## src/rtl/biriscv_v_issue_ctrl_pkg.sv

```systemverilog
// Shared definitions for the vector ALU issue controller: field widths,
// the vm bit position and a small decode helper.
package biriscv_v_issue_ctrl_pkg;

  localparam int VREG_IDX_W = 5;
  localparam int VM_BIT     = 25;

  typedef logic [VREG_IDX_W-1:0] vreg_idx_t;

  // vm=0 means the op is masked by v0, so v0 becomes an extra source.
  function automatic logic uses_v0(input logic [31:0] insn);
    return ~insn[VM_BIT];
  endfunction

endpackage

```

## src/rtl/biriscv_v_scoreboard.sv

```systemverilog
// Per-register pending-write scoreboard: one set port, two clear ports,
// and a four-source hazard query (va, vb, vd, optional v0).
module biriscv_v_scoreboard
  import biriscv_v_issue_ctrl_pkg::*;
#(
  parameter int NUM_VREGS = 32
) (
  input  logic      i_clk,
  input  logic      i_rst_n,
  input  logic      i_set_valid,
  input  vreg_idx_t i_set_idx,
  input  logic      i_clr_wb_valid,
  input  vreg_idx_t i_clr_wb_idx,
  input  logic      i_clr_ex_valid,
  input  vreg_idx_t i_clr_ex_idx,
  input  vreg_idx_t i_qry_va,
  input  vreg_idx_t i_qry_vb,
  input  vreg_idx_t i_qry_vd,
  input  logic      i_qry_v0,
  output logic      o_hazard
);

  logic [NUM_VREGS-1:0] r_pending;
  logic [NUM_VREGS-1:0] w_pending_next;

  // Set is applied last so a same-index set/clear in one cycle leaves the bit set.
  always_comb begin
    w_pending_next = r_pending;
    if (i_clr_wb_valid) w_pending_next[i_clr_wb_idx] = 1'b0;
    if (i_clr_ex_valid) w_pending_next[i_clr_ex_idx] = 1'b0;
    if (i_set_valid)    w_pending_next[i_set_idx]    = 1'b1;
  end

  always_ff @(posedge i_clk or negedge i_rst_n) begin
    if (!i_rst_n) r_pending <= '0;
    else          r_pending <= w_pending_next;
  end

  assign o_hazard = r_pending[i_qry_va] | r_pending[i_qry_vb] |
                    r_pending[i_qry_vd] | (i_qry_v0 & r_pending[0]);

endmodule

```

## src/rtl/biriscv_v_issue_ctrl.sv

```systemverilog
// Vector ALU issue controller: picks the oldest offered op, checks it against
// the scoreboard, reads the VRF, and runs it through registered EX and WB stages.
module biriscv_v_issue_ctrl
  import biriscv_v_issue_ctrl_pkg::*;
#(
  parameter int VLEN      = 128,
  parameter int ELEN      = 32,
  parameter int NUM_VREGS = 32
) (
  input  logic            clk_i,
  input  logic            rst_ni,
  input  logic            p0_valid_i,
  input  logic [31:0]     p0_opcode_i,
  input  logic [4:0]      p0_vd_i,
  input  logic [4:0]      p0_va_i,
  input  logic [4:0]      p0_vb_i,
  input  logic [31:0]     p0_ra_operand_i,
  output logic            p0_accept_o,
  input  logic            p1_valid_i,
  input  logic [31:0]     p1_opcode_i,
  input  logic [4:0]      p1_vd_i,
  input  logic [4:0]      p1_va_i,
  input  logic [4:0]      p1_vb_i,
  input  logic [31:0]     p1_ra_operand_i,
  output logic            p1_accept_o,
  input  logic            flush_i,
  output logic [4:0]      vrf_rd_a_idx_o,
  output logic [4:0]      vrf_rd_b_idx_o,
  input  logic [VLEN-1:0] vrf_rd_a_i,
  input  logic [VLEN-1:0] vrf_rd_b_i,
  input  logic [VLEN-1:0] vrf_v0_i,
  output logic [31:0]     alu_opcode_o,
  output logic [31:0]     alu_ra_operand_o,
  output logic [VLEN-1:0] alu_va_o,
  output logic [VLEN-1:0] alu_vb_o,
  output logic [VLEN-1:0] alu_vmask_o,
  input  logic [VLEN-1:0] alu_result_i,
  output logic            vrf_wr_valid_o,
  output logic [4:0]      vrf_wr_idx_o,
  output logic [VLEN-1:0] vrf_wr_data_o,
  input  logic            vrf_wr_ready_i,
  output logic            busy_o,
  output logic [31:0]     perf_issue_o,
  output logic [31:0]     perf_stall_o
);

  // Handshakes: an op moves from pipe N when pN_valid_i & pN_accept_o (accept is
  // combinational on valid); a write moves when vrf_wr_valid_o & vrf_wr_ready_i,
  // with valid/idx/data held stable until then.

  // ELEN only rides along to the ALU; element lanes must tile the register.
  if ((VLEN % ELEN) != 0) begin : g_elen_not_tiling
  end

  logic        w_sel_p1;
  logic        w_cand_valid;
  logic [31:0] w_cand_opcode;
  logic [31:0] w_cand_ra;
  vreg_idx_t   w_cand_vd;
  vreg_idx_t   w_cand_va;
  vreg_idx_t   w_cand_vb;
  logic        w_hazard;
  logic        w_stage_busy;
  logic        w_accept;
  logic        w_wb_fire;
  logic        w_ex_adv;
  logic        w_ex_flush;

  logic            r_ex_valid;
  vreg_idx_t       r_ex_vd;
  logic [31:0]     r_ex_opcode;
  logic [31:0]     r_ex_ra;
  logic [VLEN-1:0] r_ex_va;
  logic [VLEN-1:0] r_ex_vb;
  logic [VLEN-1:0] r_ex_vmask;

  logic            r_wb_valid;
  vreg_idx_t       r_wb_idx;
  logic [VLEN-1:0] r_wb_data;

  logic [31:0] r_perf_issue;
  logic [31:0] r_perf_stall;

  // Pipe 0 is older; pipe 1 is only considered when pipe 0 offers nothing.
  always_comb begin
    w_sel_p1      = ~p0_valid_i;
    w_cand_valid  = p0_valid_i | p1_valid_i;
    w_cand_opcode = p0_opcode_i;
    w_cand_ra     = p0_ra_operand_i;
    w_cand_vd     = p0_vd_i;
    w_cand_va     = p0_va_i;
    w_cand_vb     = p0_vb_i;
    if (w_sel_p1) begin
      w_cand_opcode = p1_opcode_i;
      w_cand_ra     = p1_ra_operand_i;
      w_cand_vd     = p1_vd_i;
      w_cand_va     = p1_va_i;
      w_cand_vb     = p1_vb_i;
    end
  end

  biriscv_v_scoreboard #(
    .NUM_VREGS(NUM_VREGS)
  ) u_scoreboard (
    .i_clk          (clk_i),
    .i_rst_n        (rst_ni),
    .i_set_valid    (w_accept),
    .i_set_idx      (w_cand_vd),
    .i_clr_wb_valid (w_wb_fire),
    .i_clr_wb_idx   (r_wb_idx),
    .i_clr_ex_valid (w_ex_flush),
    .i_clr_ex_idx   (r_ex_vd),
    .i_qry_va       (w_cand_va),
    .i_qry_vb       (w_cand_vb),
    .i_qry_vd       (w_cand_vd),
    .i_qry_v0       (uses_v0(w_cand_opcode)),
    .o_hazard       (w_hazard)
  );

  assign w_wb_fire    = r_wb_valid & vrf_wr_ready_i;
  assign w_stage_busy = r_ex_valid & r_wb_valid & ~vrf_wr_ready_i;
  assign w_ex_flush   = flush_i & r_ex_valid;
  assign w_ex_adv     = r_ex_valid & ~flush_i & (~r_wb_valid | vrf_wr_ready_i);
  // rst_ni gates accept so nothing is reported as taken while reset is held.
  assign w_accept     = rst_ni & w_cand_valid & ~w_hazard & ~w_stage_busy & ~flush_i;

  always_ff @(posedge clk_i or negedge rst_ni) begin
    if (!rst_ni) begin
      r_ex_valid  <= 1'b0;
      r_ex_vd     <= '0;
      r_ex_opcode <= '0;
      r_ex_ra     <= '0;
      r_ex_va     <= '0;
      r_ex_vb     <= '0;
      r_ex_vmask  <= '0;
    end else if (w_accept) begin
      r_ex_valid  <= 1'b1;
      r_ex_vd     <= w_cand_vd;
      r_ex_opcode <= w_cand_opcode;
      r_ex_ra     <= w_cand_ra;
      r_ex_va     <= vrf_rd_a_i;
      r_ex_vb     <= vrf_rd_b_i;
      r_ex_vmask  <= vrf_v0_i;
    end else if (flush_i | w_ex_adv) begin
      r_ex_valid  <= 1'b0;
    end
  end

  always_ff @(posedge clk_i or negedge rst_ni) begin
    if (!rst_ni) begin
      r_wb_valid <= 1'b0;
      r_wb_idx   <= '0;
      r_wb_data  <= '0;
    end else if (w_ex_adv) begin
      r_wb_valid <= 1'b1;
      r_wb_idx   <= r_ex_vd;
      r_wb_data  <= alu_result_i;
    end else if (w_wb_fire) begin
      r_wb_valid <= 1'b0;
    end
  end

  always_ff @(posedge clk_i or negedge rst_ni) begin
    if (!rst_ni) begin
      r_perf_issue <= '0;
      r_perf_stall <= '0;
    end else begin
      if (w_accept)                  r_perf_issue <= r_perf_issue + 32'd1;
      if (w_cand_valid && !w_accept) r_perf_stall <= r_perf_stall + 32'd1;
    end
  end

  assign p0_accept_o      = w_accept & ~w_sel_p1;
  assign p1_accept_o      = w_accept & w_sel_p1;
  assign vrf_rd_a_idx_o   = w_cand_va;
  assign vrf_rd_b_idx_o   = w_cand_vb;
  assign alu_opcode_o     = r_ex_opcode;
  assign alu_ra_operand_o = r_ex_ra;
  assign alu_va_o         = r_ex_va;
  assign alu_vb_o         = r_ex_vb;
  assign alu_vmask_o      = r_ex_vmask;
  assign vrf_wr_valid_o   = r_wb_valid;
  assign vrf_wr_idx_o     = r_wb_idx;
  assign vrf_wr_data_o    = r_wb_data;
  assign busy_o           = r_ex_valid | r_wb_valid;
  assign perf_issue_o     = r_perf_issue;
  assign perf_stall_o     = r_perf_stall;

endmodule

```

## config.mk

```make
export PLATFORM = sky130hd
export DESIGN_NAME = biriscv_v_issue_ctrl
export DESIGN_NICKNAME = d
export VERILOG_FILES = /design/src/rtl/biriscv_v_issue_ctrl_pkg.sv /design/src/rtl/biriscv_v_scoreboard.sv /design/src/rtl/biriscv_v_issue_ctrl.sv
export SDC_FILE = /design/constraint.sdc
export NUM_CORES = 1
export LEC_CHECK = 0
export CORE_AREA = 5 5 523 525
export CTS_BUF_LIST = sky130_fd_sc_hd__clkbuf_8
export DETAILED_ROUTE_END_ITERATION = 16
export DIE_AREA = 0 0 528 530
export DONT_BUFFER_PORTS = 1
export HOLD_SLACK_MARGIN = 0.06
export MAX_ROUTING_LAYER = met4
export PLACE_DENSITY = 0.3
export SLEW_MARGIN = 30
export SYNTH_ARGS = -nofsm -noshare
export SYNTH_HDL_FRONTEND = slang
export SYNTH_SLANG_ARGS = --single-unit
```

## constraint.sdc

```tcl
create_clock -name clk_i -period 7.35 [get_ports clk_i]
set_input_delay 1.8375 -clock clk_i [delete_from_list [all_inputs] [get_ports clk_i]]
set_output_delay 1.8375 -clock clk_i [all_outputs]
set_load 0.05 [all_outputs]
```

==> impl_metrics.json <==
{
  "status": "completed",
  "final_cell_mix": "dfrtp_1 (680), mux2_2 (525), clkbuf_8 (186)",
  "cts.sinks": 684,
  "p_per_area_nw_per_um2": 568.6,
  "fp.dieH_um": 530,
  "max-slew-margin-rel_pct": 33.16,
  "reg2regPathDepth": 9,
  "worst_ep_arrival_time_ns": 4.86,
  "clk_path_buf_depth": 4,
  "synthTopCellsByArea": "dfrtp_1 (61%), mux2_2 (21%), mux2i_1 (3.0%)",
  "slowest_stage": "or4_1",
  "ys.warnings.count": 0,
  "drc_errors": 0,
  "finalNetCount": 2777,
  "setup_viol": 0,
  "crit_type": "input port to output port",
  "cp_max_fo": 79,
  "hold_slack_ns": 0.6168,
  "grt_remaining_overflow": 0,
  "std_cell_rows": 191,
  "async_flop_share_pct": 100.0,
  "area_growth_pct": 28.17,
  "hold_viol_final": 0,
  "ant_nets": 0,
  "root_buffer": "clkbuf_8",
  "fin_cells": 5892,
  "drt_iter0_drc": 1138,
  "start_util_pct": 10.47,
  "boundaryPins": 1335,
  "synth-edff-count": 0,
  "numPortBuffers": 0,
  "place_inst": 5512,
  "cts_buffers": 153,
  "design.die.area_um2": 279800,
  "endpoint_kind": "output port",
  "synth.distinct_cells": 61,
  "crit_required_ns": 5.51,
  "grt_use_total_pct": 11.43,
  "synthFlopType": "dfrtp_1",
  "yosysSeqAreaShare_pct": 60.82,
  "synth-seq-cells": 684,
  "start_kind": "input port",
  "path_clk_slew_ns": 0.06,
  "synth.net_count": 2699,
  "drive_gt1_share_pct": 36.83,
  "syn_area_per_cell_um2": 13.93,
  "viasPerCell": 3.146,
  "grt_max_degree": 144,
  "post_cts_buffers": 0,
  "fillerInstances": 30100,
  "finClkSkew_ns": 0.08747,
  "min_delay_path_depth": 2,
  "die_w_um": 528,
  "tns_ns": 0,
  "grt_first_pass_wirelength_mm": 206.9,
  "holdBufCountCts": 0,
  "path_cells": "buf_16, buf_16, o21ai_0, a211o_1, or4_1, or4_1, nor2_4, and2_1, buf_12",
  "final_common_cell": "dfrtp_1",
  "drt_pass1_iterations": 6,
  "clock_latency_ns": 0.90,
  "rsz0062_at_grt": "no",
  "yosys.area.top_type_share_pct": 60.82,
  "maxSlewViolCount": 0,
  "p_leak_nw": 13.91,
  "htree_levels": 4,
  "tritoncts": "yes",
  "dp_hpwl_mm": 132.2,
  "multi_input_area_um2": 10490,
  "vias": 18540,
  "max_freq_ghz": 0.1493,
  "cts_resized": 0,
  "wirelength_mm": 163.4,
  "vdd_ir_drop_max_uv": 268.7,
  "yosysTopAreaCell": "dfrtp_1",
  "fin_total_pwr_mw": 20.51,
  "regArea_um2": 17120,
  "fin_crit_sh_pct": 91.12,
  "synth_area_um2": 28140,
  "core_um2": 268900,
  "wl_per_cell_um": 27.74,
  "routabilityCongestion": 0.8062,
  "min_period_ns": 6.698,
  "grt_pass1_vias": 19130,
  "grt_antenna_before_repair": 201,
  "drv_cap": 0,
  "hold_class": "flip-flop to flip-flop",
  "slowest_delay_ns": 0.74,
  "synth_cells": 2021,
  "worst_pin_slew_ns": 1.003
}
==> area by class of cell <==
type / count / area share [%]
inverters: 16 / 0.1665
flip-flops and latches: 684 / 47.46
multi-input cells: 1213 / 29.07
well taps: 3570 / 12.38
clock inverters: 83 / 1.849
diodes: 109 / 0.7562
clock buffers: 186 / 7.097
repair buffers: 31 / 1.217
==> flip-flops by register name, summed over array words and instances, names as in the netlist <==
name and cells:
r_ex_valid 1, r_ex_vd 5, perf_stall_o 32, alu_vmask_o 128, vrf_wr_idx_o 5, vrf_wr_valid_o 1, u_scoreboard.r_pending 32, alu_ra_operand_o 32
alu_vb_o 128, vrf_wr_data_o 128, perf_issue_o 32, alu_va_o 128, alu_opcode_o 32
==> per-stage QoR <==
stage	util [%]	setup slack, ns	instance area, um2
floorplan	-	0.09981	28140
global placement	12.04	0.6974	32360
detailed placement	12.10	0.6927	32530
CTS	13.30	0.6864	35760
global route	13.42	0.3806	36070
finish	13.42	0.6524	36070
==> critical path: cells and delay by family <==
kind,cells,cell delay [ns]
and+or+nand+nor,4,1.63
buffers and inverters,3,0.75
AOI/OAI and AO/OA,2,0.48
==> Yosys cell counts (14+ instances only) <==
master    number
dfrtp_1      684
mux2_2       525
nor2_1        90
mux2i_1       84
nand2_1       79
a21oi_1       74
buf_2         65
o21ai_0       44
clkbuf_1      39
xor2_1        38
nand3_1       29
nor4_1        27
o211ai_1      24
xnor2_1       24
nor3_1        16
and3_1        15
inv_1         15
nand2b_1      14
nand4_1       14
==> layer usage <==
layer	GRT usage, %	part of all wire (%)	vias to the layer above
li1	-	-	7647
met1	11.37	34	9280
met2	18.34	48	1288
met3	7.274	15	321
met4	3.701	3.1	0
met5	-	0	-
==> path summary, 6_finish.rpt <==
path | start | end | slack, ns
worst max-delay path | rst_ni | p0_accept_o | 0.65
min in group asynchronous | rst_ni | alu_ra_operand_o[28] | 0.73
worst min-delay path | r_ex_valid | r_ex_valid | 0.62
worst min register to register | r_ex_valid | r_ex_valid | 0.62
max in group asynchronous | rst_ni | alu_vmask_o[3] | 4.49
worst max register to register | u_scoreboard.r_pending[14] | alu_va_o[22] | 2.88
==> cells by family (layout without fill, tap and decap cells) <==
family | count (synthesis) | count (layout) | synth area share, %
AO/OA/AOI/OAI | 185 | 185 | 3.952
AND/OR/NAND/NOR | 340 | 340 | 6.086
multiplexers | 624 | 624 | 25.11
XOR/XNOR | 62 | 62 | 1.929
adder cells (fa/ha/maj) | 2 | 2 | 0.08890
other | 0 | 109 | 0
buffers and inverters | 124 | 316 | 2.009
flip-flops | 684 | 684 | 60.82
==> power by group <==
group / internal [mW] / switching, mW
Sequential: 5.30 / 8.32
Combinational: 1.37 / 0.862
Clock: 2.65 / 2.01
No activity file was read; power rests on OpenSTA's default activity.
